===== src/rtl/sub_pkg.sv =====
// Shared types and helpers for the bit-serial subtractor.
// Holds the FSM state encoding, the default operand width and the bit-counter width rule.
package sub_pkg;

    typedef enum logic [1:0] {
        IDLE = 2'd0,
        RUN  = 2'd1,
        DONE = 2'd2
    } state_t;

    localparam int DEFAULT_WIDTH = 4;

    // Counter only has to reach WIDTH-1; never let it collapse to zero bits.
    function automatic int cnt_w(input int width);
        return (width < 2) ? 1 : $clog2(width);
    endfunction

endpackage


===== src/rtl/sub_bit_cell.sv =====
// Combinational one-bit full subtractor: d = a - b - bin, with borrow out.
// Zero latency; no flow control.
module sub_bit_cell (
    input  logic a,
    input  logic b,
    input  logic bin,
    output logic d,
    output logic bout
);

    assign d    = a ^ b ^ bin;
    assign bout = (~a & b) | (~(a ^ b) & bin);

endmodule


===== src/rtl/sub4b_serial.sv =====
// Bit-serial unsigned subtractor Diff = A - B, LSB first, one bit per enabled clock; done after WIDTH enabled edges.
// enable low freezes everything; start is ignored while busy. Optional signed-overflow output under SUB_OVF_EN.
module sub4b_serial
    import sub_pkg::*;
#(
    parameter int WIDTH = DEFAULT_WIDTH
) (
    input  logic             clk,
    input  logic             rst,
    input  logic             enable,
    input  logic             start,
    input  logic [WIDTH-1:0] A,
    input  logic [WIDTH-1:0] B,
    output logic             busy,
    output logic             done,
    output logic [WIDTH-1:0] Diff,
    output logic             Borrow
`ifdef SUB_OVF_EN
    ,
    output logic             ovf
`endif
);

    localparam int CW = cnt_w(WIDTH);

    state_t           state_q, state_d;
    logic [CW-1:0]    cnt_q, cnt_d;
    logic [WIDTH-1:0] a_q, a_d;
    logic [WIDTH-1:0] b_q, b_d;
    logic [WIDTH-1:0] res_q, res_d;
    logic [WIDTH-1:0] diff_q, diff_d;
    logic             br_q, br_d;
    logic             borrow_q, borrow_d;
    logic             busy_q, busy_d;
    logic             done_q, done_d;
    logic             cell_d, cell_bout;
    logic             last_bit;
    logic             accept;

`ifdef SUB_OVF_EN
    logic sa_q, sa_d;
    logic sb_q, sb_d;
    logic ovf_q, ovf_d;
`endif

    assign accept   = start && (state_q != RUN);
    assign last_bit = (cnt_q == CW'(WIDTH - 1));

    sub_bit_cell u_cell (
        .a    (a_q[0]),
        .b    (b_q[0]),
        .bin  (br_q),
        .d    (cell_d),
        .bout (cell_bout)
    );

    // State register
    always_ff @(posedge clk) begin
        if (rst) begin
            state_q <= IDLE;
        end else if (enable) begin
            state_q <= state_d;
        end
    end

    // Next-state logic
    always_comb begin
        state_d = state_q;
        unique case (state_q)
            IDLE:    if (start) state_d = RUN;
            RUN:     if (last_bit) state_d = DONE;
            DONE:    state_d = start ? RUN : IDLE;
            default: state_d = IDLE;
        endcase
    end

    // Output and datapath next-state logic
    always_comb begin
        busy_d   = (state_d == RUN);
        done_d   = (state_d == DONE);
        cnt_d    = cnt_q;
        a_d      = a_q;
        b_d      = b_q;
        br_d     = br_q;
        res_d    = res_q;
        diff_d   = diff_q;
        borrow_d = borrow_q;
`ifdef SUB_OVF_EN
        sa_d     = sa_q;
        sb_d     = sb_q;
        ovf_d    = ovf_q;
`endif
        if (accept) begin
            a_d   = A;
            b_d   = B;
            br_d  = 1'b0;
            cnt_d = '0;
`ifdef SUB_OVF_EN
            sa_d  = A[WIDTH-1];
            sb_d  = B[WIDTH-1];
`endif
        end else if (state_q == RUN) begin
            a_d   = a_q >> 1;
            b_d   = b_q >> 1;
            br_d  = cell_bout;
            res_d = {cell_d, res_q[WIDTH-1:1]};
            cnt_d = cnt_q + CW'(1);
            if (last_bit) begin
                // Final bit is the MSB of the result; publish straight from the cell.
                diff_d   = {cell_d, res_q[WIDTH-1:1]};
                borrow_d = cell_bout;
`ifdef SUB_OVF_EN
                ovf_d    = (sa_q != sb_q) && (cell_d != sa_q);
`endif
            end
        end
    end

    always_ff @(posedge clk) begin
        if (rst) begin
            cnt_q    <= '0;
            a_q      <= '0;
            b_q      <= '0;
            br_q     <= 1'b0;
            res_q    <= '0;
            diff_q   <= '0;
            borrow_q <= 1'b0;
            busy_q   <= 1'b0;
            done_q   <= 1'b0;
`ifdef SUB_OVF_EN
            sa_q     <= 1'b0;
            sb_q     <= 1'b0;
            ovf_q    <= 1'b0;
`endif
        end else if (enable) begin
            cnt_q    <= cnt_d;
            a_q      <= a_d;
            b_q      <= b_d;
            br_q     <= br_d;
            res_q    <= res_d;
            diff_q   <= diff_d;
            borrow_q <= borrow_d;
            busy_q   <= busy_d;
            done_q   <= done_d;
`ifdef SUB_OVF_EN
            sa_q     <= sa_d;
            sb_q     <= sb_d;
            ovf_q    <= ovf_d;
`endif
        end
    end

    assign busy   = busy_q;
    assign done   = done_q;
    assign Diff   = diff_q;
    assign Borrow = borrow_q;
`ifdef SUB_OVF_EN
    assign ovf    = ovf_q;
`endif

endmodule


===== config.mk =====
export PLATFORM = sky130hd
export DESIGN_NAME = sub4b_serial
export DESIGN_NICKNAME = d
export VERILOG_FILES = /design/src/rtl/sub_pkg.sv /design/src/rtl/sub_bit_cell.sv /design/src/rtl/sub4b_serial.sv
export SDC_FILE = /design/constraint.sdc
export NUM_CORES = 1
export LEC_CHECK = 0
export BUFFER_PORTS_ARGS = -buffer_cell sky130_fd_sc_hd__buf_2
export CORE_UTILIZATION = 42
export DETAILED_ROUTE_END_ITERATION = 6
export MAX_ROUTING_LAYER = met4
export PLACE_DENSITY = 0.67
export SLEW_MARGIN = 5
export SYNTH_ARGS = -nofsm -noshare
export SYNTH_HDL_FRONTEND = slang
export SYNTH_HIERARCHICAL = 1
export SYNTH_SLANG_ARGS = --single-unit

===== constraint.sdc =====
create_clock -name clk -period 1.68 [get_ports clk]
set_clock_uncertainty 0.2 [all_clocks]
set_input_delay 0.084 -clock clk [delete_from_list [all_inputs] [get_ports clk]]
set_output_delay 0.084 -clock clk [all_outputs]
set_load 0.01 [all_outputs]

=== Word-level counts from Yosys, hierarchy flattened ===
Cells that the tools add are included.

* Word-level logic and storage cells: 43
* Input bits: 12
* Bits in registers: 24
* Output and inout bits: 7

* Reduce and logical (&&, ||, !) cells: 6
* Bitwise logic cells: 8
* Add/sub/neg operators: 1
* Mux-type cells: 12
* Eq/ne operators: 6

{| class="wikitable"
|+ Operators by type and width
! operator !! count
|-
| $mux 4 || 4
|-
| $mux 2 || 4
|-
| $eq 2x2->1 const B || 3
|-
| $pmux 2 s3 || 1
|-
| $eq 2x1->1 const B || 2
|-
| $reduce_and 4->1 || 1
|-
| $mux 1 || 3
|-
| $not 1->1 || 3
|-
| $reduce_and 3->1 || 1
|-
| $add 2x1->2 const B || 1
|-
| $and 1x1->1 || 2
|-
| $logic_not 2->1 || 1
|-
| $ne 2x1->1 const B || 1
|-
| $reduce_and 2->1 || 1
|-
| $reduce_bool 2->1 || 1
|-
| $xor 1x1->1 || 2
|-
| $logic_and 1x1->1 || 1
|-
| $or 1x1->1 || 1
|}

=== Logic depth before layout (Yosys ltp) ===
Gate-level depths: netlist (run 1).

* Depth after elaboration: 6
* Mapped depth: 5

=== Hierarchy ===
Netlist (run 1), hierarchy kept.

{| class="wikitable"
|+ By module, submodules not included
! module !! area each (sq um) !! instances !! cells each
|-
| sub4b_serial || 1052.3 || 1 || 104
|-
| sub_bit_cell || 31.3 || 1 || 4
|}

=== Worst setup path before layout (run 1) ===
Ideal clock, no wire load.

* Kind: register to register
* Start point: register state_q[1]
* End point: register b_q[1]
* Cell stages (with the launch flop): 5
* Data required time: 1.388 ns
* Path buffers: 1
* Setup time: 0.092 ns
* Path slack: 0.366 ns
* Arrival: 1.022 ns
* Path through: dfxtp_1 -> nand2b_4 -> buf_6 -> mux2_4 -> o32ai_1

* Word-level cells in the longest chain between the ends: 4

{| class="wikitable"
|+ Ends and longest elaborated chain
! what !! line !! RTL
|-
| from (decl) || sub4b_serial.sv:26 || <nowiki>state_t state_q, state_d;</nowiki>
|-
| from (signal assigned) || sub4b_serial.sv:62 || <nowiki>state_q <= state_d;</nowiki>
|-
| $ne 2x1->1 || sub4b_serial.sv:46 || <nowiki>assign accept = start && (state_q != RUN);</nowiki>
|-
| $logic_and 1x1->1 || sub4b_serial.sv:46 ||
|-
| $reduce_bool 2->1 (no line) || n/a ||
|-
| $reduce_and 2->1 (no line) || n/a ||
|-
| to (signal assigned) || sub4b_serial.sv:123 || <nowiki>b_q <= '0;</nowiki>
|-
| to (signal assigned) || sub4b_serial.sv:138 || <nowiki>b_q <= b_d;</nowiki>
|-
| to (decl) || sub4b_serial.sv:29 || <nowiki>logic [WIDTH-1:0] b_q, b_d;</nowiki>
|}

Parallel ways exist; a longest one is shown, timed or not.
A chain may end at the register's enable or synchronous reset.

=== Worst setup path after layout (run 1) ===
* Start point: input start
* End point: register a_q[0]

* Word-level cells in the longest chain between the ends: 3

{| class="wikitable"
|+ Ends and longest elaborated chain
! what !! line !! RTL
|-
| from (decl) || sub4b_serial.sv:11 || <nowiki>input logic start,</nowiki>
|-
| $logic_and 1x1->1 * || sub4b_serial.sv:46 ||
|-
| $reduce_bool 2->1 (no line) || n/a ||
|-
| $reduce_and 2->1 (no line) || n/a ||
|-
| to (signal assigned) || sub4b_serial.sv:122 || <nowiki>a_q <= '0;</nowiki>
|-
| to (signal assigned) || sub4b_serial.sv:137 || <nowiki>a_q <= a_d;</nowiki>
|-
| to (decl) || sub4b_serial.sv:28 || <nowiki>logic [WIDTH-1:0] a_q, a_d;</nowiki>
|}

Mark *: on every way between the ends. The rest lies on a longest branch, timed or not.

==> out/qor.txt, run 1 <==
run status - finished, final reports clean
minimum clock period - 1.62 ns
GP Congestion - 0.751
asr flop ratio synth - 0
Seq/Total Area, Yosys - 0.425
Final Max Tran Viols - 0
Hold Crit Class - in2reg
fill cell count - 237
number of global-route vias before repair - 739
leading cell type in the layout, fill and taps excluded - dfxtp_1
startpoint types - input port
worst reg2reg path depth - 3
f_max - 0.616 GHz
CP Depth - 6
Top Ports - 19
register area - 460 µm²
Synth Area in Simple Gates - 0.208
fraction of layout cells with a size suffix above 1 - 0.244
Clock Power Share - 0.274
Worst Setup EP - a_q[0]
Vias - 833
gr ovfl total - 0
Die Area - 0.00279 mm²
worst path arrival time - 1.66 ns
Largest delay share family, worst path - buffers and inverters
clock sink count - 23
vias per cell - 5.05
ANT cells - 0
root buf cell - clkbuf_4
CP required - 1.72 ns
PortBufs - 18
Final Hold Viols - 0
die width - 52.8 µm
top_reg_cell synth - dfxtp_1
Max VDD drop - 707 µV
P_leak - 0.598 nW
DRC marker count from the first detailed-route iteration - 2
sequential share of power - 0.595
Max-Cap Viols - 0
crit path kind - in2reg
CP max stage delay - 0.54 ns
slowest stage cell, crit path - dlygate4sd3_1
TNS Setup - 0 ns
Post-Synthesis Cells - 108
PD cells - 734 mW/mm²
largest family of logic cells by synthesized area - simple AND/OR/NAND/NOR gates
nets@finish - 150
P_sw - 0.246 mW
drc violations - 0
endpoints failing setup - 0
clock slew at reported path FFs - 0.13 ns
Post-synth EDFFs - 0
most frequent cells in the layout - dfxtp_1, buf_2, dlygate4sd3_1
RR Endpoint - a_q[3]
pre-CTS setup slack - 0.188 ns
Initial Utilization - 0.441
combinational cell fraction of total power - 0.132
CP Capture Type - flop
# rows - 18
Hold Crit Depth - 3
synth unique cells - 32
RSZ-0062 raised after global routing - false
Synthesized Nets - 122
worst reg2reg path startpoint - state_q[0]
Internal Power - 0.720 mW
Total GRT Usage - 0.165
Synth Warn # - 6
Longest Clk Path Bufs - 2
CTS tree - done
mux cell area share after synthesis - 0.103
worst-path cell chain - dlygate4sd3_1, buf_4, nand3b_1, dlygate4sd3_1, o21ai_0, a211oi_1
post-synthesis cell area - 0.00108 mm²
xor and xnor area share after synthesis - 0
Total Power - 0.966 mW
worst hold start - enable
WL final - 1.94 mm
first-pass GRT wire length - 3.25 mm
largest net degree at the start of global routing - 30
CP startpoint - start
Area Growth Syn to Fin - 21.5%
Num CTS Buffers - 3
Die Span Y - 52.8 µm
post-synthesis sequential element count - 23
adder-cell share of the synthesized area - 0.0300
H-Tree Level Count - 1
crit-path max FO - 9
Multi-input gate area - 534 µm²
Max-slew headroom - 0.701
worst-skew pair later-pin latency - 0.31 ns
Routed WL per cell - 11.7 µm
drt pass-1 iters - 4
core area - 0.00245 mm²
initial antenna violation count - 0
Avg Cell Area, Syn - 10.0 µm²
Net Sw Frac - 0.255
share of the synthesized area in compound gates (AO/OA/AOI/OAI) - 0.152
Worst Path Buf+Inv - 3
final worst path period share - 0.966
DP Wirelength - 1.34 mm
FF-to-FF setup slack - 0.16 ns
Post-DRT Antenna Nets - 0
Slew @ Worst Pin - 0.449 ns
most used cell, CP - dlygate4sd3_1
post-CTS setup buffers - 0
Setup WS post-layout - 0.0568 ns
## power by group through the flow
stage	clock (mW)	sequential [mW]	combinational, mW
CTS	0.278	0.574	0.127
finish	0.264	0.574	0.127
global route	0.296	0.577	0.141
detailed placement	0	0.586	0.106
floorplan	0	0.581	0.0897
global placement	0	0.585	0.105
## how the worst min path moves through the flow
stage	end	slack (ns)
floorplan	a_q[3]	0.05
global placement	b_q[2]	0.17
detailed placement	a_q[3]	0.17
CTS	state_q[1]	0.04
global route	a_q[0]	0.06
finish	state_q[1]	0.05
## Yosys cell counts, types with 3 or more instances
| cell | count | share of area |
|---|---|---|
| inv_1 | 11 | 0.038 |
| o21ai_0 | 6 | 0.028 |
| mux2i_1 | 7 | 0.065 |
| nand2_1 | 3 | 0.010 |
| nor2_1 | 9 | 0.031 |
| o32ai_1 | 7 | 0.057 |
| nand2b_1 | 9 | 0.052 |
| dfxtp_1 | 23 | 0.42 |
## cell families after synthesis
family          count (synthesis)
compound gates                 22
fa+ha+maj                       2
buf+inv                        18
flops                          23
mux                            10
simple gates                   33
## per-layer routing
| metal | GRT usage | part of all wire |
|---|---|---|
| met1 | 0.186 | 0.49 |
| met2 | 0.281 | 0.46 |
| met3 | 0.0609 | 0.041 |
| met4 | 0.0263 | 0.0041 |
| met5 | - | 0 |
## worst reg2reg max path, cell delays in order, from the launching register on
cell and delay, ns:
dfxtp_1 0.58, nand2b_4 0.18, a21boi_4 0.32, o21ai_0 0.14
## area by class of cell
cell class | instances | share of cell area
timing repair buffer | 30 | 0.162
sequential | 23 | 0.350
tap | 30 | 0.0285
multi-input combinational | 67 | 0.406
clock buffer | 3 | 0.0171
inverter | 11 | 0.0314
clock inverter | 1 | 0.00570
## sequential cells by signal, summed over array words and instances, names as in the netlist
signal   cells
Borrow       1
Diff         4
a_q          4
b_q          4
br_q         1
busy         1
cnt_q        2
done         1
res_q        3
state_q      2
## metrics by stage
stage / instances / area, µm² / hold slack, ns / util
4_1_cts: 165 / 1310 / 0.0392 / 0.535
3_5_place_dp: 149 / 1160 / 0.170 / 0.474
3_3_place_gp: 149 / 1160 / 0.166 / 0.474
5_1_grt: 165 / 1320 / 0.0608 / 0.536
6_report: 165 / 1320 / 0.0465 / 0.536
2_1_floorplan: 108 / 1080 / 0.0537 / -
## what timing repair did
action,in CTS,in global routing
gates resized for setup,0,2
setup endpoints to repair,0,1
hold buffers,12,0
endpoints found under the hold margin,17,0
(Power assumes the default switching activity.)
==> run 2, diff against run 1 <==
- CORE_UTILIZATION: 42 -> 53
- PLACE_DENSITY: 0.67 -> 0.8
==> run 2 against run 1 <==
Clock-buffer cell count is the same. Non-clock buffer count fell by 1. Cell count shrank 3.6%. Sequential share of layout area increased by 0.57 points. Utilization grew 18 points. Critical endpoint is now b_q[3]. Largest cell class unchanged.
==> out/qor.txt, run 2 (synthesis results as in run 1) <==
crit-path max FO - 11
number of global-route vias before repair - 739
Setup WS post-layout - 0.155 ns
startpoint types - flop
Slew @ Worst Pin - 0.459 ns
met1 WL - 993 µm
Final Max Tran Viols - 0
initial antenna violation count - 0
most frequent cells in the layout - dfxtp_1, buf_2, inv_1, dlygate4sd3_1
worst-skew pair later-pin latency - 0.31 ns
DR top layer - met4
Worst Path Buf+Inv - 0
slowest stage cell, crit path - dfxtp_1
PostCTS Resize Cnt - 0
CP max stage delay - 0.57 ns
P_leak - 0.599 nW
final worst path period share - 0.908
Inst Count DP - 144
RSZ-0062 raised after global routing - false
DRC marker count from the first detailed-route iteration - 18
drt pass-1 iters - 4
core area - 0.00182 mm²
vias per cell - 5.23
Vias - 832
Largest delay share family, worst path - flip-flops
H-Tree Level Count - 1
# rows - 15
CP required - 1.68 ns
wire length on met3 - 60 µm
Max-slew headroom - 0.694
Hold Crit Class - reg2reg
TNS Setup - 0 ns
fraction of layout cells with a size suffix above 1 - 0.246
die width - 47.2 µm
drc violations - 0
DR WL met2 - 902 µm
fill cell count - 145
Final Hold Slack - 0.291 ns
Final Util - 0.711
pre-CTS setup slack - 0.166 ns
worst path arrival time - 1.53 ns
PD cells - 739 mW/mm²
crit path kind - reg2reg
Total GRT Usage - 0.212
Die Span Y - 47.2 µm
run status - finished, final reports clean
worst-path cell chain - nand2b_4, a21boi_4, o21ai_0
Top Ports - 19
Max-Cap Viols - 0
gr ovfl total - 0
largest net degree at the start of global routing - 30
CTS tree - done
Post-DRT Antenna Nets - 0
Final Hold Viols - 0
Initial Utilization - 0.595
GP Congestion - 0.822
endpoints failing setup - 0
clock slew at reported path FFs - 0.13 ns
f_max - 0.656 GHz
root buf cell - clkbuf_4
nets@finish - 149
fin cells - 159
Routed WL per cell - 12.4 µm
minimum clock period - 1.53 ns
WL final - 1.97 mm
Num CTS Buffers - 3
DP Wirelength - 1.29 mm
leading cell type in the layout, fill and taps excluded - dfxtp_1
CP Capture Type - flop
Longest Clk Path Bufs - 2
Die Area - 0.00223 mm²
first-pass GRT wire length - 3.17 mm
Max VDD drop - 478 µV
PortBufs - 18
ANT cells - 0
Area Growth Syn to Fin - 19.5%
clock sink count - 23
-- run 2: final cells by class --
class,count,area [µm²],share of cell area
sequential,23,460,0.356
clock inverter,1,5.00,0.00386
clock buffer,3,22.5,0.0174
multi-input combinational,67,534,0.413
tap,25,31.3,0.0242
timing repair buffer,29,200,0.155
inverter,11,41.3,0.0319
-- run 2: per-stage QoR --
stage | power [mW] | cell area [µm²]
after floorplan | 0.671 | 1080
after global placement | 0.688 | 1160
after detailed placement | 0.692 | 1160
after CTS | 0.966 | 1290
after global routing | 1.00 | 1290
final | 0.956 | 1290
-- run 2: worst paths after layout --
path,start,slack (ns),depth (start not counted),end
worst max-delay path,state_q[0],0.15,3,b_q[3]
worst min register to register,b_q[0],0.29,2,b_q[0]
worst max register to register,state_q[0],0.15,3,b_q[3]
worst min-delay path,b_q[0],0.29,2,b_q[0]
-- run 2: routing by layer --
layer / global-route usage / vias to the layer above
met2: 0.322 / 17
met1: 0.279 / 383
li1: - / 430
met5: - / -
met3: 0.0346 / 2
met4: 0.0857 / 0
-- run 2: worst reg2reg max path, stage by stage, from the launching register on --
cell and delay, ns:
dfxtp_1 0.57, nand2b_4 0.18, a21boi_4 0.33, o21ai_0 0.14
-- run 2: where the power goes --
group	total, mW	internal [mW]	switching (mW)
registers	0.574	0.561	0.0124
logic	0.126	0.0657	0.0603
clock network	0.256	0.0889	0.168
-- run 2: what timing repair did --
item,4_1_cts,5_1_grt
hold endpoints to repair,16,0
buffers inserted,0,0
hold buffers,11,0
==> run 3, diff against run 2 <==
- RECOVER_POWER: unset -> 50
==> run 3 against run 2 <==
Flip-flop and latch count is the same. Highest routed layer unchanged. Combinational power is essentially flat. Utilization shrank 0.48 points. Via count shrank 0.36%. Setup slack lost 0.0035 ns. Critical endpoint unchanged. Clock power is essentially flat. Sequential share of layout area grew 0.24 points. Cell count is the same. Critical path type unchanged. Largest power group unchanged. Register-to-register slack is essentially flat. Non-clock buffer count is the same. Final area shrank 0.68%.
==> out/qor.txt, run 3 (synthesis results as in run 1) <==
GP Congestion - 0.822
gr ovfl total - 0
worst-skew pair later-pin latency - 0.31 ns
DP Wirelength - 1.29 mm
initial antenna violation count - 0
Max VDD drop - 478 µV
Slew @ Worst Pin - 0.461 ns
clock sink count - 23
number of global-route vias before repair - 739
Hold Crit Class - reg2reg
PortBufs - 18
TNS Setup - 0 ns
fin cells - 159
Final Max Tran Viols - 0
final worst path period share - 0.910
placed cell area - 0.00116 mm²
first-pass GRT wire length - 3.17 mm
Top Ports - 19
most frequent cells in the layout - dfxtp_1, inv_1, dlygate4sd3_1
Max-slew headroom - 0.693
Num CTS Buffers - 3
worst hold start - b_q[0]
root buf cell - clkbuf_4
post-CTS setup buffers - 0
vias per cell - 5.21
Die Span Y - 47.2 µm
Finished Cell Area - 0.00129 mm²
hold_buf cts - 11
P_leak - 0.569 nW
minimum clock period - 1.53 ns
# rows - 15
CP startpoint - state_q[0]
Total GRT Usage - 0.212
Longest Clk Path Bufs - 2
Final Hold Viols - 0
f_max - 0.654 GHz
endpoints failing setup - 0
leading cell type in the layout, fill and taps excluded - dfxtp_1
PostCTS Resize Cnt - 0
worst reg2reg path startpoint - state_q[0]
CP required - 1.68 ns
drt pass-1 iters - 4
Routed WL per cell - 12.4 µm
Inst Count DP - 144
worst path arrival time - 1.53 ns
WL final - 1.98 mm
crit-path max FO - 11
RSZ-0062 raised after global routing - false
Initial Utilization - 0.595
core area - 0.00182 mm²
Final Hold Slack - 0.291 ns
clock slew at reported path FFs - 0.13 ns
Max-Cap Viols - 0
largest net degree at the start of global routing - 30
CTS tree - done
DRC marker count from the first detailed-route iteration - 20
ANT cells - 0
die width - 47.2 µm
Setup WS post-layout - 0.151 ns
crit path kind - reg2reg
startpoint types - flop
pre-CTS setup slack - 0.166 ns
Vias - 829
H-Tree Level Count - 1
nets@finish - 149
Post-DRT Antenna Nets - 0
drc violations - 0
fraction of layout cells with a size suffix above 1 - 0.194
fill cell count - 151
CP Capture Type - flop
run status - finished, final reports clean
Area Growth Syn to Fin - 18.7%
Die Area - 0.00223 mm²
PD cells - 743 mW/mm²
==> run 3: where the power goes <==
group / internal, mW / switching (mW) / total [mW] / leakage (nW)
Clock: 0.0889 / 0.167 / 0.256 / 0.0177
Sequential: 0.561 / 0.0125 / 0.574 / 0.187
Combinational: 0.0652 / 0.0605 / 0.126 / 0.365
Total: 0.715 / 0.240 / 0.955 / 0.569
==> run 3: metrics by stage <==
step,power [mW],util
finish,0.955,0.707
floorplan,0.671,-
global placement,0.688,0.636
detailed placement,0.692,0.636
CTS,0.966,0.711
global route,1.00,0.707
==> run 3: worst max-delay path, stage by stage, from the launching register on <==
cell	delay, ns
dfxtp_1	0.57
nand2b_4	0.18
a21boi_4	0.33
o21ai_0	0.14
==> run 3: path summary, 6_finish.rpt <==
path | slack (ns) | cells after the start | endpoint
min | 0.29 | 2 | b_q[0]
min reg2reg | 0.29 | 2 | b_q[0]
max | 0.15 | 3 | b_q[3]
max reg2reg | 0.15 | 3 | b_q[3]
==> run 3: area by class of cell <==
cell class / instances / area [µm²] / area share
timing repair buffer: 29 / 191 / 0.149
multi-input combinational: 67 / 534 / 0.415
clock buffer: 3 / 22.5 / 0.0175
inverter: 11 / 41.3 / 0.0321
tap: 25 / 31.3 / 0.0243
clock inverter: 1 / 5.00 / 0.00389
sequential: 23 / 460 / 0.358
==> run 3: layer usage <==
| layer | vias up | global-route usage | wire, µm |
|---|---|---|---|
| met2 | 17 | 0.322 | 908 |
| li1 | 429 | - | - |
| met1 | 381 | 0.279 | 980 |
| met4 | 0 | 0.0857 | 15 |
| met3 | 2 | 0.0346 | 71 |
| met5 | - | - | 0 |
